--- src/rtl/tinyrv1_mul_pkg.sv ---
// Shared encodings for the TinyRV1 iterative multiplier control and datapath.
// Latency: none (types and constants only).
// Backpressure: n/a.
package tinyrv1_mul_pkg;

   typedef enum logic [1:0] {
      IDLE = 2'd0,
      CALC = 2'd1,
      DONE = 2'd2
   } mul_state_e;

   // A/B mux: take fresh operands or shift the held value
   localparam logic SEL_LOAD  = 1'b0;
   localparam logic SEL_SHIFT = 1'b1;

   // Result mux: zero the accumulator or add the current A
   localparam logic SEL_CLEAR = 1'b0;
   localparam logic SEL_ADD   = 1'b1;

endpackage

--- src/rtl/iter_mul_counter.sv ---
// Iteration counter for the shift-add multiplier; flags the last step.
// Latency: terminal is a combinational decode of the registered count.
// Backpressure: none; counts only when the controller steps.
module iter_mul_counter #(
   parameter int NBITS = 32,
   parameter int CBITS = $clog2(NBITS)
) (
   input  logic clk,
   input  logic rst,
   input  logic clear,
   input  logic inc,
   output logic terminal
);

   localparam logic [CBITS-1:0] LAST = CBITS'(NBITS - 1);

   logic [CBITS-1:0] cnt_q;
   logic [CBITS-1:0] cnt_d;

   // clear wins over inc so the last step can rewind to zero in the same edge
   always_comb begin
      cnt_d = cnt_q;
      if (clear) begin
         cnt_d = '0;
      end else if (inc) begin
         cnt_d = cnt_q + CBITS'(1);
      end
   end

   // count register, cleared asynchronously
   always_ff @(posedge clk or negedge rst) begin
      if (!rst) begin
         cnt_q <= '0;
      end else begin
         cnt_q <= cnt_d;
      end
   end

   assign terminal = (cnt_q == LAST);

endmodule

--- src/rtl/iter_mul_ctrl.sv ---
// Controller for the iterative shift-add multiplier: drives datapath selects/enables.
// Latency: accept to ostream_val is 2..NBITS+1 cycles, shortened when B runs out of ones.
// Backpressure: holds the product in DONE until ostream_rdy; no new operands until back in IDLE.
module iter_mul_ctrl
   import tinyrv1_mul_pkg::*;
#(
   parameter int NBITS = 32,
   parameter int CBITS = $clog2(NBITS)
) (
   input  logic clk,
   input  logic rst,
   input  logic istream_val,
   output logic istream_rdy,
   output logic ostream_val,
   input  logic ostream_rdy,
   input  logic b_lsb,
   input  logic b_zero,
   output logic a_mux_sel,
   output logic b_mux_sel,
   output logic res_mux_sel,
   output logic a_en,
   output logic b_en,
   output logic res_en
);

   mul_state_e state_q;
   mul_state_e state_d;
   logic       cnt_clr;
   logic       cnt_inc;
   logic       cnt_last;

   iter_mul_counter #(
      .NBITS (NBITS),
      .CBITS (CBITS)
   ) u_counter (
      .clk      (clk),
      .rst      (rst),
      .clear    (cnt_clr),
      .inc      (cnt_inc),
      .terminal (cnt_last)
   );

   // state register; reset drops any in-flight product
   always_ff @(posedge clk or negedge rst) begin
      if (!rst) begin
         state_q <= IDLE;
      end else begin
         state_q <= state_d;
      end
   end

   // next-state and output decode; everything is forced low while reset is held
   always_comb begin
      state_d     = state_q;
      istream_rdy = 1'b0;
      ostream_val = 1'b0;
      a_mux_sel   = SEL_LOAD;
      b_mux_sel   = SEL_LOAD;
      res_mux_sel = SEL_CLEAR;
      a_en        = 1'b0;
      b_en        = 1'b0;
      res_en      = 1'b0;
      cnt_clr     = 1'b0;
      cnt_inc     = 1'b0;

      case (state_q)
         IDLE: begin
            istream_rdy = 1'b1;
            if (istream_val) begin
               a_en    = 1'b1;
               b_en    = 1'b1;
               res_en  = 1'b1;
               cnt_clr = 1'b1;
               state_d = CALC;
            end
         end
         CALC: begin
            // B exhausted: remaining steps would add nothing, finish early
            if (b_zero) begin
               state_d = DONE;
            end else begin
               a_mux_sel   = SEL_SHIFT;
               b_mux_sel   = SEL_SHIFT;
               res_mux_sel = SEL_ADD;
               a_en        = 1'b1;
               b_en        = 1'b1;
               res_en      = b_lsb;
               if (cnt_last) begin
                  cnt_clr = 1'b1;
                  state_d = DONE;
               end else begin
                  cnt_inc = 1'b1;
               end
            end
         end
         DONE: begin
            ostream_val = 1'b1;
            if (ostream_rdy) begin
               state_d = IDLE;
            end
         end
         default: begin
            state_d = IDLE;
         end
      endcase

      if (!rst) begin
         istream_rdy = 1'b0;
         ostream_val = 1'b0;
         a_mux_sel   = 1'b0;
         b_mux_sel   = 1'b0;
         res_mux_sel = 1'b0;
         a_en        = 1'b0;
         b_en        = 1'b0;
         res_en      = 1'b0;
         cnt_clr     = 1'b0;
         cnt_inc     = 1'b0;
      end
   end

endmodule

--- config.mk ---
export PLATFORM = sky130hd
export DESIGN_NAME = iter_mul_ctrl
export DESIGN_NICKNAME = d
export VERILOG_FILES = /design/src/rtl/tinyrv1_mul_pkg.sv /design/src/rtl/iter_mul_counter.sv /design/src/rtl/iter_mul_ctrl.sv
export SDC_FILE = /design/constraint.sdc
export NUM_CORES = 1
export LEC_CHECK = 0
export BUFFER_PORTS_ARGS = -buffer_cell sky130_fd_sc_hd__buf_4
export CAP_MARGIN = 20
export CORE_MARGIN = 4
export CORE_UTILIZATION = 25
export DETAILED_ROUTE_END_ITERATION = 10
export HOLD_SLACK_MARGIN = 0.06
export PLACE_DENSITY = 0.49
export SETUP_SLACK_MARGIN = 0.4
export SYNTH_ARGS = -nofsm -noshare
export SYNTH_HDL_FRONTEND = slang
export SYNTH_SLANG_ARGS = --single-unit
--- constraint.sdc ---
create_clock -name clk -period 3.6 [get_ports clk]
set_clock_uncertainty 0.15 [all_clocks]
set_input_delay 0.18 -clock clk [delete_from_list [all_inputs] [get_ports clk]]
set_output_delay 0.18 -clock clk [all_outputs]
set_load 0.01 [all_outputs]
==> results.yml <==
run_status:
  status: "finished, final reports clean"
setup_path:
  cp_num_buf_inv: 0
  path_class: "reg -> reg"
  cp_slowest_cell: "or4_1"
  arrival_ns: 2.30
  critical_path_depth: 6
  crit_fanout: 6
  cp_common_cell: "ha_1"
  crit_start: "u_counter.cnt_q[0]"
  cp_data_required_time_ns: 3.62
  critPathLaunchType: "register"
  critPathTopFamily: "simple AND/OR/NAND/NOR gates"
  crit_chain: "ha_1, and3_1, ha_1, or3b_4, or4_1, a21oi_1"
  reg2reg_depth: 6
  r2r_start: "u_counter.cnt_q[0]"
  crit_path_end_kind: "register"
  slowest_delay_ns: 0.48
floorplanning:
  initial_core_util_pct: 27.2
  coreArea_sq_um: 1540
  io-pin-count: 14
  die_area_sq_um: 2400
  rows: 14
  die_w_um: 48.9
  die_h_um: 48.9
detailed_routing:
  wl_per_cell_um: 11.9
  routed_wl_um: 879
  drc: 0
  first_pass_iters: 4
  drt-initial-drc-count: 6
  vias: 361
  ant_nets: 0
  viasPerCell: 4.88
global_routing:
  grt_pass1_wl_um: 1560
  use_met1_pct: 10.6
  grt_start_max_net_pins: 10
  busiest_layer: "met2"
  grt_use_met3_pct: 3.67
  grt_use_total_pct: 8.17
  grt_overflow: 0
  grt_pass1_vias: 364
  use_met2_pct: 11.3
  antenna_found_initial: 0
timing:
  finalHoldViolCount: 0
  period_share_pct: 63.4
  rsz0062_at_grt: "no"
  fin_crit_ns: 2.28
  slew-limit-headroom_pct: 80.0
  setup_viol: 0
  fmax_ghz: 0.438
  tns_ns: 0
  worst_pin_slew_ns: 0.299
  drv_slew: 0
clocking:
  post_cts.repair.setup_buffers: 0
  holdBufCountCts: 2
  numCtsBuffers: 3
  cts_buffer_depth: 2
  path_clk_slew_ns: 0.05
  cts_tree: "built"
  cts_htree_levels: 1
  cts.repair.resized: 0
  clk_latency_ns: 0.24
  clkSinkCount: 7
  cts_root_buffer: "clkbuf_4"
finish:
  area_growth_pct: 32.8
  diodes: 0
  multi_input_area_sq_um: 206
  final_nets: 67
  final_cells: 74
  seq_area_sq_um: 175
  drive_gt1_share_pct: 31.0
  fillCellCount: 175
power_and_ir_drop:
  power_density_nw_per_um2: 585
  vdd_drop_max_mv: 0.342
  p_leak_uw: 0.000272
worst_hold_path:
  hp-class: "in -> reg"
  hold_path_depth: 3
  min_from: "b_zero"
yosys:
  yosysSeqAreaShare_pct: 41.8
  syn_nets: 51
  yosysUniqueCellTypes: 22
  syn_area_per_cell_sq_um: 9.75
  synth_area_leader_cell: "dfrtp_1"
  yosys_warnings: 0
  syn-cell-area_sq_um: 419
  synth_top_area_share_pct: 41.8
  synth_area_leaders: "dfrtp_1 (42%), ha_1 (6.0%), buf_4 (5.4%)"
  yosys_register_bits: 7
  syn_inst: 43
placed_design:
  dp_hpwl_um: 664
  portBuffers: 13
  placed_cells: 68
  gp_congestion: 0.690
flow_run:
  cap_violations: 0
-- cell usage in the layout, fill, tap and decap left out, drive strengths merged, types with 2 or more instances in the layout --
cell	count
buf	13
dfrtp	7
a21oi	4
clkbuf	4
inv	3
nor2	3
o31ai	3
nand2b	2
or4	2
a22o	2
ha	2
dlygate4sd3	2
-- cells in the mapped netlist --
cell / count
ha_1: 2
nor3_1: 1
a21o_1: 1
dfrtp_1: 7
o31ai_1: 3
a22o_1: 2
or4_1: 2
buf_4: 3
or2b_1: 1
clkbuf_1: 1
inv_1: 3
nand2b_1: 2
and3_1: 1
nor2_1: 3
mux2_2: 1
a21oi_1: 4
o211ai_1: 1
or3b_4: 1
nor2b_1: 1
nand3_1: 1
nand3b_1: 1
nor3b_1: 1
-- tightest hold or removal path, stage by stage --
cell      delay, ns
buf_4          0.09
o211ai_1       0.07
o31ai_1        0.09
-- metrics by stage --
step                worst slack, ns  power (uW)  hold slack, ns  cell area, sq um  util (%)
floorplan                      1.44         212          -0.266               419         -
global placement               1.32         256          -0.144               510      33.1
detailed placement             1.33         255          -0.145               510      33.1
CTS                            1.31         330          0.0741               557      36.1
global route                   1.22         353          0.0868               557      36.1
finish                         1.32         325          0.0873               557      36.1
-- per-layer routing --
layer / vias to the layer above / share of wire [%]
li1: 184 / -
met3: 0 / 5.0
met4: 0 / 0
met1: 166 / 51
met5: - / 0
met2: 11 / 44
-- where the power goes --
| group | switching (uW) | leakage [uW] | total, uW | internal (uW) |
|---|---|---|---|---|
| sequential | 24.6 | 0.0000936 | 126 | 101 |
| combinational | 63.1 | 0.000164 | 131 | 67.6 |
| clock | 26.9 | 0.0000150 | 69.0 | 42.2 |
-- cell families after synthesis --
| family | Yosys count | synth area share [%] |
|---|---|---|
| buffers and inverters | 7 | 8.95 |
| DFF | 7 | 41.8 |
| adders and majority gates | 2 | 5.97 |
| muxes | 1 | 2.69 |
| AOI/OAI and AO/OA | 11 | 17.9 |
| and+or+nand+nor | 15 | 22.7 |
-- final timing paths --
check | to | slack (ns)
worst max-delay path | u_counter.cnt_q[3] | 1.32
worst min-delay path | state_q[1] | 0.09
worst max register to register | u_counter.cnt_q[3] | 1.32
worst min register to register | state_q[0] | 0.32
max in group asynchronous | u_counter.cnt_q[3] | 3.03
min in group asynchronous | state_q[1] | 0.14
-- state kept, by name, indices dropped and copies added (netlist names) --
register         count
state_q              2
u_counter.cnt_q      5
-- layout make-up --
class                      count  area share, %
tap                           16           3.60
inverter                       3           2.02
sequential                     7           31.5
timing repair buffer          15           21.1
multi-input combinational     29           37.1
clock buffer                   4           4.72
(Power assumes the default switching activity.)
